$ cat config.mk
export PLATFORM = sky130hd
export DESIGN_NAME = io_word_assembler
export DESIGN_NICKNAME = d
export VERILOG_FILES = /design/src/rtl/io_pkg.sv /design/src/rtl/sync_fifo.sv /design/src/rtl/io_word_assembler.sv
export SDC_FILE = /design/constraint.sdc
export NUM_CORES = 1
export LEC_CHECK = 0
export ABC_CLOCK_PERIOD_IN_PS = 4100
export BUFFER_PORTS_ARGS = -buffer_cell sky130_fd_sc_hd__buf_4
export CORE_MARGIN = 4
export CORE_UTILIZATION = 45
export CTS_CLUSTER_DIAMETER = 200
export DETAILED_ROUTE_END_ITERATION = 8
export PLACE_DENSITY = 0.63
export SETUP_SLACK_MARGIN = 0.4
export SLEW_MARGIN = 30
export SYNTH_ARGS = -nofsm -noshare
export SYNTH_HDL_FRONTEND = slang
export SYNTH_SLANG_ARGS = --single-unit
$ cat constraint.sdc
create_clock -name clk -period 4.1 [get_ports clk]
set_input_delay 0.41 -clock clk [delete_from_list [all_inputs] [get_ports clk]]
set_output_delay 0.41 -clock clk [all_outputs]
set_load 0.01 [all_outputs]
$ cat src/rtl/io_pkg.sv
// ---------------------------------------------------------------------------
// io_pkg
// Shared widths, the pad byte and the assembler state encoding used by the
// host byte-to-word path feeding the coordinator's decompression input.
// ---------------------------------------------------------------------------
package io_pkg;

  localparam int                BYTE_W   = 8;
  localparam int                WORD_W   = 16;
  localparam logic [BYTE_W-1:0] PAD_BYTE = 8'h00;

  // HI: waiting for the high byte of a word; LO: high byte held, waiting for low.
  typedef enum logic {
    ASM_HI = 1'b0,
    ASM_LO = 1'b1
  } asmState_t;

endpackage

$ cat src/rtl/sync_fifo.sv
// ---------------------------------------------------------------------------
// sync_fifo
// Single-clock first-word-fall-through FIFO: the head entry is always present
// on popData while empty is low. Pointers are AW bits wide and wrap naturally
// because DEPTH is a power of two.
//
// Ports:
//   clk       system clock, rising edge
//   RST       asynchronous, active-low reset (pointers and count only)
//   push      write pushData (ignored when full)
//   pushData  word to write
//   pop       drop the head entry (ignored when empty)
//   popData   head entry
//   count     entries currently stored, 0..DEPTH
//   full      count == DEPTH
//   empty     count == 0
// ---------------------------------------------------------------------------
module sync_fifo
  import io_pkg::*;
#(
  parameter int WIDTH = WORD_W,
  parameter int DEPTH = 16,
  parameter int AW    = 4
) (
  input  logic             clk,
  input  logic             RST,
  input  logic             push,
  input  logic [WIDTH-1:0] pushData,
  input  logic             pop,
  output logic [WIDTH-1:0] popData,
  output logic [AW:0]      count,
  output logic             full,
  output logic             empty
);

  logic [WIDTH-1:0] mem [DEPTH];
  logic [AW-1:0]    wrPtr;
  logic [AW-1:0]    rdPtr;
  logic             doPush;
  logic             doPop;

  assign full    = (count == (AW+1)'(DEPTH));
  assign empty   = (count == '0);
  assign doPush  = push && !full;
  assign doPop   = pop && !empty;
  assign popData = mem[rdPtr];

  // NOTE: sequential state uses non-blocking (<=) so every register samples
  // pre-edge values; blocking here would create order-dependent races.
  always_ff @(posedge clk or negedge RST) begin
    if (!RST) begin
      wrPtr <= '0;
      rdPtr <= '0;
      count <= '0;
    end else begin
      if (doPush) wrPtr <= wrPtr + 1'b1;
      if (doPop)  rdPtr <= rdPtr + 1'b1;
      case ({doPush, doPop})
        2'b10:   count <= count + 1'b1;
        2'b01:   count <= count - 1'b1;
        default: count <= count;
      endcase
    end
  end

  // NOTE: storage is deliberately not reset; count gates visibility of every
  // entry, so clearing the array would only cost reset fan-out.
  always_ff @(posedge clk) begin
    if (doPush) mem[wrPtr] <= pushData;
  end

endmodule

$ cat src/rtl/io_word_assembler.sv
// ---------------------------------------------------------------------------
// io_word_assembler
// Packs host bytes into 16-bit words (first byte -> [15:8], second -> [7:0]),
// buffers them in a FWFT FIFO and presents them on a valid/ready interface
// driving the coordinator's Din. A byte flagged host_last in HI is padded to
// {byte, 8'h00}. interrupt requests service when the fill level reaches
// THRESH or when a frame has ended and words remain buffered.
//
// Optional build macro: IO_PARITY_EN
//   defined   - bytes failing even parity are handshaken but dropped and set
//               the sticky parity_err (cleared by clr_err, set wins)
//   undefined - host_parity and clr_err ignored, parity_err tied 0
//
// Ports:
//   clk, RST                 clock / asynchronous active-low reset
//   host_valid, host_byte,
//   host_last, host_parity   host byte stream in
//   host_ready               byte accepted this cycle when host_valid high
//   word_valid, word_data    FIFO head toward the coordinator
//   word_ready               consumer pops the head
//   fill_level               words currently stored
//   interrupt                registered service request
//   parity_err, clr_err      sticky parity error and its clear
// ---------------------------------------------------------------------------
module io_word_assembler
  import io_pkg::*;
#(
  parameter int DEPTH  = 16,
  parameter int AW     = 4,
  parameter int THRESH = 8
) (
  input  logic              clk,
  input  logic              RST,
  input  logic              host_valid,
  input  logic [BYTE_W-1:0] host_byte,
  input  logic              host_last,
  input  logic              host_parity,
  output logic              host_ready,
  output logic              word_valid,
  output logic [WORD_W-1:0] word_data,
  input  logic              word_ready,
  output logic [AW:0]       fill_level,
  output logic              interrupt,
  output logic              parity_err,
  input  logic              clr_err
);

  localparam logic [AW:0] THRESH_LVL = (AW+1)'(THRESH);

  asmState_t         state;
  asmState_t         stateNext;
  logic [BYTE_W-1:0] hold;
  logic [BYTE_W-1:0] holdNext;
  logic [WORD_W-1:0] pushWord;
  logic [AW:0]       nextCount;
  logic              frameEnd;
  logic              frameEndNext;
  logic              interruptNext;
  logic              accept;
  logic              badByte;
  logic              errSet;
  logic              pushReq;
  logic              popReq;
  logic              fifoFull;
  logic              fifoEmpty;
  logic              drain;

  sync_fifo #(
    .WIDTH (WORD_W),
    .DEPTH (DEPTH),
    .AW    (AW)
  ) uFifo (
    .clk      (clk),
    .RST      (RST),
    .push     (pushReq),
    .pushData (pushWord),
    .pop      (popReq),
    .popData  (word_data),
    .count    (fill_level),
    .full     (fifoFull),
    .empty    (fifoEmpty)
  );

  // Gated by RST so the host sees no ready while reset is held.
  assign host_ready = RST && !fifoFull;
  assign word_valid = !fifoEmpty;
  assign accept     = host_valid && host_ready;
  assign popReq     = word_valid && word_ready;

`ifdef IO_PARITY_EN
  assign badByte = ^{host_byte, host_parity};
`else
  assign badByte = 1'b0;
`endif

  // NOTE: every output of this block gets a default before any branch so no
  // path leaves a signal unassigned and no latch is inferred.
  always_comb begin
    stateNext = state;
    holdNext  = hold;
    pushReq   = 1'b0;
    pushWord  = '0;
    errSet    = 1'b0;
    if (accept) begin
      if (badByte) begin
        // Dropped byte; a frame end still flushes any held high byte.
        errSet = 1'b1;
        if (host_last && state == ASM_LO) begin
          pushReq   = 1'b1;
          pushWord  = {hold, PAD_BYTE};
          stateNext = ASM_HI;
        end
      end else if (state == ASM_HI) begin
        if (host_last) begin
          pushReq  = 1'b1;
          pushWord = {host_byte, PAD_BYTE};
        end else begin
          holdNext  = host_byte;
          stateNext = ASM_LO;
        end
      end else begin
        pushReq   = 1'b1;
        pushWord  = {hold, host_byte};
        stateNext = ASM_HI;
      end
    end
  end

  // Last old word leaving; a coinciding push's host_last overrides the clear.
  assign drain        = popReq && (fill_level == (AW+1)'(1));
  assign frameEndNext = (accept && host_last) ? 1'b1 : (drain ? 1'b0 : frameEnd);
  assign nextCount    = fill_level + (AW+1)'(pushReq) - (AW+1)'(popReq);
  assign interruptNext = (nextCount >= THRESH_LVL) ||
                         (frameEndNext && nextCount != '0);

  always_ff @(posedge clk or negedge RST) begin
    if (!RST) begin
      state     <= ASM_HI;
      hold      <= '0;
      frameEnd  <= 1'b0;
      interrupt <= 1'b0;
    end else begin
      state     <= stateNext;
      hold      <= holdNext;
      frameEnd  <= frameEndNext;
      interrupt <= interruptNext;
    end
  end

`ifdef IO_PARITY_EN
  always_ff @(posedge clk or negedge RST) begin
    if (!RST)         parity_err <= 1'b0;
    else if (errSet)  parity_err <= 1'b1;
    else if (clr_err) parity_err <= 1'b0;
  end
`else
  assign parity_err = 1'b0;
  logic unusedParity;
  assign unusedParity = ^{host_parity, clr_err, errSet};
`endif

endmodule

==> results.tsv, run 1 <==
stage	metric	value	unit
grt	total grt overflow	0	
setup_path	R2R Path End	interrupt	
cts	H-tree Lvls	1	
setup_path	Crit Path Category	flip-flop to output pin	
cts	Num CTS Buffers	28	
setup_path	WP buf/inv	2	
power	Worst IR Drop VDD	0.510	mV
yosys	share of flip-flops with an asynchronous set or reset	0.0857	
yosys	most instantiated cells after synthesis	edfxtp_1 (256), mux4_2 (64), a22oi_1 (40)	
finish	diode count	0	
setup_path	startpoint types	flip-flop	
floorplan	total core area	24500	um2
setup_path	cell family with most CP delay	flip-flops	
cts	cells resized by post-CTS repair	0	
timing	fin crit share	0.780	
yosys	Synth area leaders	edfxtp_1 (68%), mux4_2 (13%), dfrtp_1 (5.3%)	
cts	CTS Hold Buffers Added	1	
timing	f_max	0.313	GHz
place	gpl congestion	0.830	
drt	final WL	23200	um
setup_path	r2r setup slk	1.05	ns
timing	fin. max-slew vios	0	
cts	clk sink count	280	
setup_path	crit-path max FO	26	
cts	TritonCTS clock tree	yes	
cts	clock tree buffer depth	3	
yosys	count of different cell masters after synthesis	43	
floorplan	Top Ports	40	
setup_path	Critical-path top delay cell	dfrtp_4	
grt	initial antenna violation count	0	
yosys	syn avg cell area	19.9	um2
finish	P&R area growth vs syn	15.4	%
run_status	status	finished, final reports clean	
grt	global-route wire length before repair	36500	um
finish	Final nets	663	
setup_path	cell chain of the critical path	buf_4 > mux4_2 > a22oi_1 > nand2_1 > buf_4	
drt	antenna-violating nets left	0	
floorplan	Die ar.	27800	um2
cts	Post-CTS Setup Bufs	0	
power	P per Cell Area	675	nW/um2
finish	layout cells sized above 1	0.306	
timing	Tmin final	3.20	ns
grt	vias in the first global route	6037	
yosys	most common cell in the netlist	edfxtp_1	
worst_hold_path	hold_sp	host_byte[6]	
run	max cap viols	0	
worst_hold_path	Hold Path End	hold[6]	
finish	Multi-input gate area	2880	um2
timing	final setup vio count	0	
grt	largest net degree at the start of global routing	41	
floorplan	FP Rows	57	
grt	GRT Resource Usage Total	0.172	
place	dpl ws	1.04	ns
yosys	Post-Syn Instances	568	
setup_path	CP peak stage delay	0.77	ns
setup_path	R2R cell count	12	
finish	register area	8300	um2
timing	setup TNS	0	ns
yosys	number of flops mapped to enable cells by yosys	256	
finish	Filler cells	1906	
cts	CTS root buf	clkbuf_16	
worst_hold_path	worst hold path type	primary input to flip-flop	
yosys	Synthesis Warnings	0	
timing	setup repair after global routing missed its margin	no	
timing	Final WS setup	0.902	ns
floorplan	initial core utilization	0.462	
timing	Worst Skew	0.0118	ns
timing	slew margin rel.	0.388	
floorplan	Die W	167	um
yosys	Synth Register Bits	280	
worst_hold_path	worst hold path cell count	2	
setup_path	R2R Path Start	uFifo.count[1]	
drt	DRT Pass-1 Iters	5	
drt	# DRC	0	
place	port bufs	36	
drt	Iteration-0 DRC Markers	377	
drt	WL/cell	23.9	um
setup_path	Critical Path AT	2.79	ns
drt	DR vias	5441	
setup_path	Most Frequent Cell on Critical Path	buf_4	
power	Pleak	4.50	nW
setup_path	Critical Path RT	3.69	ns
yosys	top cell type's share of synthesized area	0.679	
yosys	Most used DFF post-synth	edfxtp_1	
yosys	Post-Synthesis Cell Area	11300	um2
yosys	leading area contributor after synthesis	edfxtp_1	
timing	Worst-Margin Slew	0.918	ns
yosys	part of the Yosys area used for sequential elements	0.732	
setup_path	critical path depth in cells	5	
cts	worst-skew pair later-pin latency	0.53	ns
cts	Worst-path clk slew	0.06	ns
place	DP HPWL	13900	um
drt	vias per cell	5.60	
setup_path	Critical Path Sink Type	output pin	
floorplan	DIE HEIGHT	167	um
timing	final hold vios	0	
yosys	Syn Nets	605	
## kinds of logic after synthesis
family	Yosys count	share of synthesized area
buffers and inverters	45	0.0193
other	1	0.000331
DFF	280	0.732
and+or+nand+nor	79	0.0384
muxes	73	0.139
adders and majority gates	22	0.0250
xor gates and xnor gates	15	0.0116
AOI/OAI and AO/OA	53	0.0348
## worst max-delay path by stage
stage | from | slack [ns] | end
2_1_floorplan | uFifo.count[1] | 0.84 | uFifo.mem[0][0]
3_3_place_gp | uFifo.count[1] | 1.11 | interrupt
3_5_place_dp | uFifo.count[1] | 1.04 | uFifo.mem[4][7]
4_1_cts | uFifo.rdPtr[0] | 0.80 | word_data[15]
5_1_grt | uFifo.rdPtr[0] | 0.66 | word_data[15]
6_report | uFifo.rdPtr[0] | 0.90 | word_data[15]
## through the flow
| stage | instances | utilization | total power, mW | hold slack, ns | instance area, um2 |
|---|---|---|---|---|---|
| finish | 972 | 0.533 | 8.83 | 0.136 | 13100 |
| global placement | 918 | 0.491 | 6.18 | 0.343 | 12000 |
| CTS | 971 | 0.531 | 8.94 | 0.115 | 13000 |
| global route | 972 | 0.533 | 9.28 | 0.121 | 13100 |
| detailed placement | 918 | 0.491 | 6.24 | 0.352 | 12000 |
| floorplan | 568 | - | 5.34 | 0.114 | 11300 |
## cell usage in the layout, fill, tap and decap left out, types with 2 or more instances in the layout
| cell type | instances |
|---|---|
| edfxtp_1 | 256 |
| mux4_2 | 64 |
| buf_4 | 54 |
| a22oi_1 | 40 |
| clkbuf_16 | 29 |
| dfrtp_1 | 22 |
| nand2_1 | 21 |
| ha_1 | 21 |
| inv_1 | 15 |
| xnor2_1 | 13 |
| nor2_2 | 12 |
| and3_1 | 10 |
| and2_1 | 9 |
| mux2_4 | 8 |
| clkinv_2 | 8 |
| bufinv_16 | 6 |
| clkinv_1 | 5 |
| nand3b_1 | 4 |
| nor2b_1 | 4 |
| nor2_1 | 4 |
| nor4_2 | 4 |
| a21oi_1 | 4 |
| and2_2 | 2 |
| o21bai_1 | 2 |
| xor2_1 | 2 |
| nand4_1 | 2 |
| clkinvlp_4 | 2 |
| clkbuf_1 | 2 |
| dfrtp_4 | 2 |
## registers in the layout (all words and copies together) (netlist names)
name	flops
uFifo.count	5
frameEnd	1
uFifo.mem	256
uFifo.wrPtr	4
state	1
interrupt	1
hold	8
uFifo.rdPtr	4
## cell type report
type,instances,share of cell area
timing repair buffer,57,0.0342
tap,324,0.0310
multi-input combinational,243,0.220
clock buffer,31,0.0561
sequential,280,0.635
clock inverter,21,0.0194
inverter,16,0.00459
## report_power, final
group	internal, mW	leakage (nW)	switching (mW)
Clock	1.66	0.484	1.04
Combinational	1.27	1.36	1.23
Sequential	3.32	2.65	0.313
## routing by layer
| layer | global-route usage | vias to the layer above | part of all wire |
|---|---|---|---|
| li1 | - | 2410 | - |
| met1 | 0.238 | 2820 | 0.42 |
| met2 | 0.289 | 183 | 0.50 |
| met3 | 0.0230 | 28 | 0.050 |
| met4 | 0.0498 | 0 | 0.024 |
| met5 | 0 | - | 0 |
Power figures use the tool's default switching activity.
==> inputs of run 2 (changes only) <==
ABC_CLOCK_PERIOD_IN_PS = 2700   (was 4100)
PLACE_DENSITY = 0.65   (was 0.63)
clock period = 2.7 ns   (was 4.1 ns; I/O delays follow)
==> results.tsv, run 2 (synthesis results as in run 1) <==
stage	metric	value	unit	change
run	max cap viols	0		unchanged
setup_path	R2R Path End	interrupt		unchanged
floorplan	Die ar.	27800	um2	unchanged
finish	Top Registers	uFifo.mem: 256 flops, hold: 8 flops, uFifo.count: 5 flops		unchanged
setup_path	Crit Path Category	flip-flop to output pin		unchanged
finish	P&R area growth vs syn	21.1	%	was 15.4%
cts	clock tree buffer depth	3		unchanged
grt	global-route wire length before repair	36800	um	was 36500 um
floorplan	Top Ports	40		unchanged
drt	WL/cell	23.7	um	was 23.9 um
run_status	status	finished, final reports clean		unchanged
power	Clk pwr share	0.256		was 0.305
floorplan	total core area	24500	um2	unchanged
setup_path	Critical Path Sink	word_data[5]		was word_data[15]
grt	vias in the first global route	6038		was 6037
grt	GRT Resource Usage Total	0.174		was 0.172
finish	Final nets	707		was 663
timing	Tmin final	2.54	ns	
drt	Iteration-0 DRC Markers	433		was 377
floorplan	Die W	167	um	unchanged
timing	fin crit share	0.942		
timing	slew margin rel.	0.387		was 0.388
worst_hold_path	worst hold path type	primary input to flip-flop		unchanged
power	Pleak	4.73	nW	was 4.50 nW
finish	layout cells sized above 1	0.390		was 0.306
finish	Multi-input gate area	3080	um2	was 2880 um2
cts	worst-skew pair later-pin latency	0.53	ns	about the same
power	P per Cell Area	1020	nW/um2	was 675 nW/um2
setup_path	CP startpoint	uFifo.rdPtr[0]		unchanged
drt	# DRC	0		unchanged
timing	Worst-Margin Slew	0.916	ns	was 0.918 ns
place	gpl congestion	0.778		was 0.830
power	switching share of power	0.303		was 0.292
timing	f_max	0.393	GHz	
finish	Largest Register	uFifo.mem		unchanged
timing	fin. max-slew vios	0		unchanged
drt	vias per cell	5.65		was 5.60
timing	Worst Skew	0.0191	ns	was 0.0118 ns
timing	setup repair after global routing missed its margin	yes		was no
setup_path	Critical Path RT	2.43	ns	was 3.69 ns
finish	register area	8300	um2	about the same
cts	H-tree Lvls	1		unchanged
worst_hold_path	worst hold path cell count	2		unchanged
drt	DR vias	5728		was 5441
setup_path	r2r setup slk	0.24	ns	was 1.05 ns
power	combinational share of power	0.366		was 0.283
power	Net Switching	4.25	mW	was 2.57 mW
finish	Layout Utilization	0.559		was 0.533
drt	antenna-violating nets left	0		unchanged
power	Seq pwr share	0.378		was 0.412
power	total power	14.0	mW	was 8.83 mW
timing	WHS	0.0270	ns	was 0.136 ns
grt	initial antenna violation count	0		unchanged
grt	largest net degree at the start of global routing	31		was 41
setup_path	R2R cell count	13		was 12
place	port bufs	36		unchanged
cts	Num CTS Buffers	29		was 28
floorplan	FP Rows	57		unchanged
setup_path	Critical Path AT	2.27	ns	was 2.79 ns
drt	final WL	24100	um	was 23200 um
cts	CTS root buf	clkbuf_16		unchanged
timing	Final WS setup	0.155	ns	was 0.902 ns
place	DP HPWL	14300	um	was 13900 um
setup_path	R2R Path Start	uFifo.count[1]		unchanged
timing	setup TNS	0	ns	unchanged
timing	final setup vio count	0		unchanged
setup_path	Critical Path Sink Type	output pin		unchanged
cts	clk sink count	280		unchanged
setup_path	crit-path max FO	10		was 26
timing	final hold vios	0		unchanged
finish	most frequent cells in the layout	edfxtp_1 (256), buf_4 (69), mux4_2 (64)		was edfxtp_1 (256), mux4_2 (64), buf_4 (54)
drt	DRT Pass-1 Iters	5		unchanged
finish	Filler cells	1865		was 1906
setup_path	startpoint types	flip-flop		unchanged
finish	Largest register FFs	256		unchanged
grt	total grt overflow	0		unchanged
cts	Worst-path clk slew	0.06	ns	about the same
power	Int Pwr	9.79	mW	was 6.26 mW
floorplan	initial core utilization	0.462		unchanged
cts	TritonCTS clock tree	yes		unchanged
finish	diode count	0		unchanged
power	Worst IR Drop VDD	0.624	mV	was 0.510 mV
floorplan	DIE HEIGHT	167	um	unchanged
place	dpl ws	0.173	ns	was 1.04 ns
finish	commonest non-fill, non-tap cell in the layout	edfxtp_1		unchanged
[run 2: how the worst min path moves through the flow]
stage / start / to / slack [ns]
global placement: RST / hold[7] / 0.1
finish: host_byte[0] / hold[0] / 0.03
CTS: host_byte[0] / hold[0] / 0.004
global route: host_byte[0] / hold[0] / 0.01
floorplan: RST / frameEnd / -0.03
detailed placement: RST / hold[6] / 0.11
[run 2: worst max-delay path: stages, from the launching register on]
cell     delay (ns)
dfrtp_4        0.46
buf_12         0.15
buf_12         0.15
mux4_2         0.51
a22oi_2        0.23
nand2_1        0.08
buf_4          0.15
[run 2: final cells by class]
type                            count  share of cell area
Clock inverter                     19             0.00848
Sequential cell                   280               0.605
Multi-Input combinational cell    243               0.224
Tap cell                          324              0.0295
Inverter                           16             0.00511
Clock buffer                       32              0.0537
Timing Repair Buffer              100              0.0740
[run 2: routing by layer]
layer  vias up  global-route usage  share of wire
met4         0              0.0331          0.014
met2       171               0.298           0.52
li1       2506                   -              -
met1      3025               0.244           0.42
met3        26              0.0239          0.056
met5         -                   0              0
[run 2: repair_timing]
action,in CTS,in global routing
endpoints found under the setup margin,107,82
pin swaps,23,12
endpoints found under the hold margin,29,0
setup buffers,15,2
hold buffers,6,0
gates resized for setup,33,14
gates cloned,3,0
[run 2: power groups by stage]
stage,registers (mW),clock network [mW],logic (mW)
2_1_floorplan,5.30,0,2.93
3_3_place_gp,5.53,0,4.14
3_5_place_dp,5.55,0,4.22
4_1_cts,5.31,3.65,5.10
5_1_grt,5.34,3.86,5.54
6_report,5.31,3.59,5.14
[run 2: stage by stage]
step / std cells / area [um2]
global route: 1014 / 13700
global placement: 937 / 12400
finish: 1014 / 13700
CTS: 1012 / 13600
floorplan: 568 / 11400
detailed placement: 937 / 12400
